===== src/rtl/mem_bus_ctrl.sv =====
// Memory bus controller: CPU request/ready handshake to single-cycle word RAM accesses.
// Latency: ready is seen WAIT_STATES+2 edges after the request is taken (1 edge for a bad address).
// Backpressure: one transaction in flight; cpu_req is ignored until the FSM is back in IDLE.
//
// Ports:
//   clock, reset                        - system clock, synchronous active-low reset
//   cpu_req/cpu_wr/cpu_addr/cpu_wdata   - CPU request, held until cpu_ready
//   cpu_ready/cpu_rdata/cpu_err         - one-cycle completion pulse, held read data, error flag
//   mem_address/mem_write_en/           - RAM address, one-cycle write strobe, write data
//   mem_data_out/mem_data_in              and combinational read data
//   read_count/write_count/err_count    - completion statistics
module mem_bus_ctrl #(
  parameter int unsigned WAIT_STATES = 2,
  parameter logic [16:0] MEM_TOP     = 17'h0007f
) (
  input  logic         clock,
  input  logic         reset,
  input  logic         cpu_req,
  input  logic         cpu_wr,
  input  logic [15:31] cpu_addr,
  input  logic [0:31]  cpu_wdata,
  output logic         cpu_ready,
  output logic [0:31]  cpu_rdata,
  output logic         cpu_err,
  output logic [15:31] mem_address,
  output logic         mem_write_en,
  output logic [0:31]  mem_data_out,
  input  logic [0:31]  mem_data_in,
  output logic [15:0]  read_count,
  output logic [15:0]  write_count,
  output logic [7:0]   err_count
);

  typedef enum logic [2:0] {
    ST_IDLE,
    ST_WAIT,
    ST_ACCESS,
    ST_DONE,
    ST_ERROR
  } state_t;

  // WAIT counts down to zero inclusive, so it lasts WAIT_LOAD+1 = WAIT_STATES cycles.
  localparam logic [3:0] WAIT_LOAD = (WAIT_STATES == 0) ? 4'd0 : 4'(WAIT_STATES - 1);

  state_t        state_q, state_d;
  logic [3:0]    wait_cnt_q, wait_cnt_d;
  logic          wr_q, wr_d;
  logic [15:31]  mem_address_q, mem_address_d;
  logic [0:31]   mem_data_out_q, mem_data_out_d;
  logic          mem_write_en_q, mem_write_en_d;
  logic          cpu_ready_q, cpu_ready_d;
  logic          cpu_err_q, cpu_err_d;
  logic [0:31]   cpu_rdata_q, cpu_rdata_d;
  logic [15:0]   read_count_q, read_count_d;
  logic [15:0]   write_count_q, write_count_d;
  logic [7:0]    err_count_q, err_count_d;

  always_comb begin
    state_d        = state_q;
    wait_cnt_d     = wait_cnt_q;
    wr_d           = wr_q;
    mem_address_d  = mem_address_q;
    mem_data_out_d = mem_data_out_q;
    cpu_rdata_d    = cpu_rdata_q;
    read_count_d   = read_count_q;
    write_count_d  = write_count_q;
    err_count_d    = err_count_q;

    case (state_q)
      ST_IDLE: begin
        if (cpu_req) begin
          // Request fields are captured once here; later input changes are ignored.
          mem_address_d  = cpu_addr;
          mem_data_out_d = cpu_wdata;
          wr_d           = cpu_wr;
          if (cpu_addr > MEM_TOP) begin
            state_d = ST_ERROR;
          end else if (WAIT_STATES == 0) begin
            state_d = ST_ACCESS;
          end else begin
            wait_cnt_d = WAIT_LOAD;
            state_d    = ST_WAIT;
          end
        end
      end

      ST_WAIT: begin
        if (wait_cnt_q == 4'd0) begin
          state_d = ST_ACCESS;
        end else begin
          wait_cnt_d = wait_cnt_q - 4'd1;
        end
      end

      ST_ACCESS: begin
        if (!wr_q) begin
          cpu_rdata_d = mem_data_in;
        end
        state_d = ST_DONE;
      end

      ST_DONE: begin
        // Counters wrap naturally at 16'hffff.
        if (wr_q) begin
          write_count_d = write_count_q + 16'd1;
        end else begin
          read_count_d = read_count_q + 16'd1;
        end
        state_d = ST_IDLE;
      end

      ST_ERROR: begin
        if (err_count_q != 8'hff) begin
          err_count_d = err_count_q + 8'd1;
        end
        state_d = ST_IDLE;
      end

      default: begin
        state_d = ST_IDLE;
      end
    endcase

    // Outputs are registered from the next state so each one is a pure decode of
    // the state register: the write strobe covers exactly the ACCESS cycle and the
    // ready/err pulse covers exactly the DONE or ERROR cycle.
    mem_write_en_d = (state_d == ST_ACCESS) && wr_d;
    cpu_ready_d    = (state_d == ST_DONE) || (state_d == ST_ERROR);
    cpu_err_d      = (state_d == ST_ERROR);
  end

  always_ff @(posedge clock) begin
    if (!reset) begin
      state_q        <= ST_IDLE;
      wait_cnt_q     <= 4'd0;
      wr_q           <= 1'b0;
      mem_address_q  <= '0;
      mem_data_out_q <= '0;
      mem_write_en_q <= 1'b0;
      cpu_ready_q    <= 1'b0;
      cpu_err_q      <= 1'b0;
      cpu_rdata_q    <= '0;
      read_count_q   <= 16'd0;
      write_count_q  <= 16'd0;
      err_count_q    <= 8'd0;
    end else begin
      state_q        <= state_d;
      wait_cnt_q     <= wait_cnt_d;
      wr_q           <= wr_d;
      mem_address_q  <= mem_address_d;
      mem_data_out_q <= mem_data_out_d;
      mem_write_en_q <= mem_write_en_d;
      cpu_ready_q    <= cpu_ready_d;
      cpu_err_q      <= cpu_err_d;
      cpu_rdata_q    <= cpu_rdata_d;
      read_count_q   <= read_count_d;
      write_count_q  <= write_count_d;
      err_count_q    <= err_count_d;
    end
  end

  assign cpu_ready    = cpu_ready_q;
  assign cpu_err      = cpu_err_q;
  assign cpu_rdata    = cpu_rdata_q;
  assign mem_address  = mem_address_q;
  assign mem_data_out = mem_data_out_q;
  assign mem_write_en = mem_write_en_q;
  assign read_count   = read_count_q;
  assign write_count  = write_count_q;
  assign err_count    = err_count_q;

endmodule

===== config.mk =====
export PLATFORM = sky130hd
export DESIGN_NAME = mem_bus_ctrl
export DESIGN_NICKNAME = d
export VERILOG_FILES = /design/src/rtl/mem_bus_ctrl.sv
export SDC_FILE = /design/constraint.sdc
export NUM_CORES = 1
export LEC_CHECK = 0
export CAP_MARGIN = 20
export CORE_MARGIN = 3
export CORE_UTILIZATION = 46
export DETAILED_ROUTE_END_ITERATION = 8
export PLACE_DENSITY_LB_ADDON = 0.25
export RECOVER_POWER = 100
export SYNTH_ARGS = -nofsm -noshare
export SYNTH_HDL_FRONTEND = slang
export SYNTH_SLANG_ARGS = --single-unit

===== constraint.sdc =====
create_clock -name clock -period 4.9 [get_ports clock]
set_input_delay 0.49 -clock clock [delete_from_list [all_inputs] [get_ports clock]]
set_output_delay 0.49 -clock clock [all_outputs]
set_load 0.02 [all_outputs]

### Yosys cells after proc, flatten, opt, wreduce, memory -nomap -nowiden

Cells that the tools add are included.

| storage, ports and cells | value |
|---|---|
| output and inout bits | 124 |
| register bits after elaboration | 132 |
| logic and storage cells | 50 |

| operators by class | value |
|---|---|
| bitwise logic cells | 1 |
| magnitude comparators | 1 |
| muxes and demuxes | 10 |
| reduce and logical (&&, ||, !) cells | 11 |
| equal/unequal tests | 11 |
| $add $sub $neg | 4 |

Operators by type and width:

| kind | count |
|---|---|
| adder 16 x 1 -> 16 bit, second input constant | 2 |
| > comparator 17 x 7 -> 1 bit, second input constant | 1 |
| == test 3 x 2 -> 1 bit, second input constant | 4 |
| two-way mux 4 bit | 3 |
| AND reduction 2 bit | 5 |
| two-way mux 3 bit | 3 |
| one-hot mux 3 bit (3 select lines) | 1 |
| adder 8 x 1 -> 8 bit, second input constant | 1 |
| inequality test 8 bit, second input constant | 1 |
| one-hot mux 4 bit (2 select lines) | 1 |
| == test 3 bit, second input constant | 2 |
| inequality test 2 bit, second input constant | 3 |
| logical NOT 4 bit | 1 |
| AND reduction 4 bit | 1 |
| subtractor 4 x 1 -> 4 bit, second input constant | 1 |
| == test 3 x 1 -> 1 bit, second input constant | 1 |
| logical NOT 3 bit | 1 |
| two-way mux 1 bit | 2 |
| nonzero test 2 bit | 1 |
| logical AND 1 bit | 1 |
| logical OR 1 bit | 1 |
| NOT 1 bit | 1 |

### Depth between registers and ports, before layout

| depth | value |
|---|---|
| word-level depth | 6 |
| gate-level depth with buffers | 7 |
| depth with buffers taken out | 6 |

### Worst setup path after synthesis

No wires, ideal clock.

| timing | value |
|---|---|
| path type | reg-to-reg |
| start | register read_count_q[4], in the netlist read_count[4] |
| end | register read_count_q[15], in the netlist read_count[15] |
| cell stages (with the launch flop) | 5 |
| clock period less this slack | 1660 ps |
| data arrival time | 1589 ps |
| setup time | 70 ps |
| path buffers | 0 |
| setup slack | 3240 ps |
| path through | dfxtp_1 > nand4_1 > or2_2 > or4_1 > a21oi_1 |

| on the way | value |
|---|---|
| longest elaborated chain between the ends | 1 |

RTL lines:

| element | RTL line | RTL |
|---|---|---|
| start, declared | 54 | `logic [15:0] read_count_q, read_count_d;` |
| start signal, assigned | 156 | `read_count_q <= read_count_d;` |
| adder 16 x 1 -> 16 bit | 107 | `read_count_d = read_count_q + 16'd1;` |

No other way between the ends.
A chain may end at the register's enable or synchronous reset.

==> impl_results.md <==
- Synth cell types: 46
- Port-buffer cells: 208
- Die area: roughly 13000 um2
- CTS tree: built
- Initial Util: 0.4738
- Routed vias/inst: ~5
- Fill count: 850
- Total core area: 10890 um2
- Total GRT Usage: 0.2229
- RR Startpoint: state_q[1]
- Reg clk slew, reported paths: 50 ps
- CTS root buf: clkbuf_8
- Chip width: 111.9 um
- Die Y: approximately 110 um
- Main synth FF type: dfxtp_1
- Clock Path Buffers: 2
- Hold wc startpoint: cpu_rdata[6]
- Final Hold Viols: 0
- Post-DP Area: 7271 um2
- Hold buffers post-CTS: 0
- ANT cells: 0
- F_max: 322.2 MHz
- R2r setup slk: 2720 ps
- Tmin final: 3104 ps
- Max Transition Viols Final: 79
- Post-synth EDFFs: 0
- I/O pin count: 209
- P&R area growth vs syn: 50.55%
- Final Net Count: 900
- R2R Path End: read_count[14]
- First-pass GRT wire length: around 23 mm
- Ys async rst share: 0
- Status: complete, but fails checks
- Slew headroom: -0.1109
- IR drop worst, VDD: 166.4 uV
- Post-Syn Nets: 706
- Wire per inst: 14.80 um
- Congestion Overflow GR: 0
- R2R cell count: 4
- Worst skew pair latency: 500 ps
- Yosys reg bits: 132
- Hold-critical path depth: 2
- Worst hold path type: reg2reg
- Avg Inst Size Synth: 8.375 um2
- Period utilization: 0.6334
- Antenna-violating nets left: 0
- CP endpoint kind: flop
- Worst slew pin tran: 1666 ps
- Kind of critical path: in2reg
- Final Cell Area: 7766 um2
- # Post-CTS Setup Buffers: 0
- DR DRC count: 0
- Vias: about 4900
- Crit path DAT: between 3000 and 4000 ps
- Power Dens Cells: 319.4 nW/um2
- Part of the Yosys area used for sequential elements: 0.5122
- Worst Skew: a little over 8 ps
- Required @ worst endpoint: ~5300 ps
- Hold EP: cpu_rdata[6]
- Worst Path Max Fanout: 43
- Post-DP HPWL: 10.08 mm
- WHS: 448.9 ps
- Final worst-path setup slack: 1796 ps
- Mapped Cells: a little over 600
- TritonRoute pass-1 iters: 4
- Failing checks: capacitance limit, slew limit
- Placer Congestion: 0.7954
- Largest net degree at the start of global routing: 53
- Worst setup SP type: input pin
- Maxcap violations: 2
- Total number of H-tree levels: 4
- Number of cell rows: 38
- Total CTS buffers: 17
- First DRT Iteration DRCs: 291
- Initial antenna violation count: 0
- Leakage: 0.003177 uW
- Num Clock Sinks: roughly 130
- RSZ-0062 raised after global routing: false
- Share of post-route cells with drive strength above 1: 0.04396
- Synth Cell Area: 5159 um2
- Pre-CTS WS: 1866 ps
- Synth Warn #: 0
- TNS Setup: 0 ps
- Vias in the first global route: between 4000 and 5000
- # resized after CTS: 0
- Setup violations, final: 0
- Total wire length: 14.20 mm
## kinds of logic after synthesis
family	count (synthesis)	share of synthesized area
adder cells (fa/ha/maj)	5	0.01213
AND/OR/NAND/NOR	292	0.2636
XOR/XNOR	22	0.03735
AO/OA/AOI/OAI	115	0.1222
flip-flops	132	0.5122
buffers and inverters	43	0.03880
multiplexers	7	0.01358
## report_power, final
group	leakage (uW)	total [uW]	switching (uW)	internal (uW)
clock	0.000261	1140	424	712
combinational	0.00184	227	112	115
sequential	0.00107	1120	15.7	1100
total	0.00318	2480	552	1930
## worst max path at each step
stage / startpoint / to / slack [ps] / cells after the start
finish: reset / read_count[11] / 1800 / 5
global route: reset / read_count[11] / 1590 / 5
CTS: reset / read_count[11] / 2390 / 5
detailed placement: reset / read_count[11] / 1870 / 5
global placement: reset / read_count[11] / 1890 / 5
floorplan: read_count[4] / read_count[15] / 3240 / 4
## critical path: stages
cell and delay (ps):
dlygate4sd3_1 940, clkinv_2 670, clkbuf_1 790, nor4_1 460, o21bai_1 150
## cell usage after synthesis (all sizes together) (2+ instances only)
cell type  instances  share of area
and3               3         0.0036
nor2              29          0.021
or2                2         0.0024
nand2b             8         0.0097
nor4               6         0.0097
or3                5         0.0061
o21ai              4         0.0039
inv                5         0.0036
nor3               4         0.0039
and4               2         0.0034
buf               14          0.018
dfxtp            132           0.51
clkbuf            24          0.017
o211ai             3         0.0044
nand4             14          0.017
mux2i              7          0.014
xnor2              8          0.014
or4                5         0.0073
o21bai             2         0.0029
and2               3         0.0036
ha                 5          0.012
o31ai              6         0.0087
nor3b              3         0.0044
a21oi             94          0.091
a311oi             2         0.0046
xor2              14          0.024
nand2            184           0.13
nand3             17          0.017
## sequential cells by signal (all words and copies together) (netlist names)
register,flops
cpu_ready,1
write_count,16
state_q,3
err_count,8
mem_write_en,1
read_count,16
cpu_err,1
wr_q,1
mem_address,17
mem_data_out,32
wait_cnt_q,4
cpu_rdata,32
## stage by stage
stage	util	cells	power, uW
after floorplan	-	616	1242
final	0.7133	959	2480
after global routing	0.7133	959	2572
after detailed placement	0.6678	930	1377
after global placement	0.6678	930	1373
after CTS	0.7164	958	2515
## cell usage in the layout (no fill, tap or decap), drive strengths merged, types with 2 or more instances in the layout
cell / instances
o31ai: 6
a21oi: 94
and4: 2
or4: 5
and2: 3
mux2i: 7
xnor2: 8
nor4: 6
buf: 3
clkdlybuf4s50: 82
clkbuf: 25
a311oi: 2
o21ai: 4
or3: 5
xor2: 14
dlygate4sd3: 126
clkinv: 4
nor3: 4
o21bai: 2
or2: 2
nand2: 184
nand3: 17
o211ai: 3
dfxtp: 132
ha: 5
inv: 4
nand2b: 8
and3: 3
nand4: 14
nor3b: 3
nor2: 29
## area by class of cell
class,count,area [um2],area share
Tap cell,140,175.2,0.02256
Multi-Input combinational cell,441,2283,0.2940
Timing Repair Buffer,213,2116,0.2724
Sequential cell,132,2643,0.3403
Clock buffer,23,476.7,0.06138
Inverter,5,20.02,0.002578
Clock inverter,5,52.55,0.006767
## layer usage
metal | part of all wire | up-vias | global-route usage
li1 | - | 2466 | -
met2 | 0.50 | 169 | 0.3789
met5 | 0 | - | 0
met1 | 0.40 | 2284 | 0.2561
met3 | 0.087 | 14 | 0.08804
met4 | 0.013 | 0 | 0.07461
(Power assumes the default switching activity.)
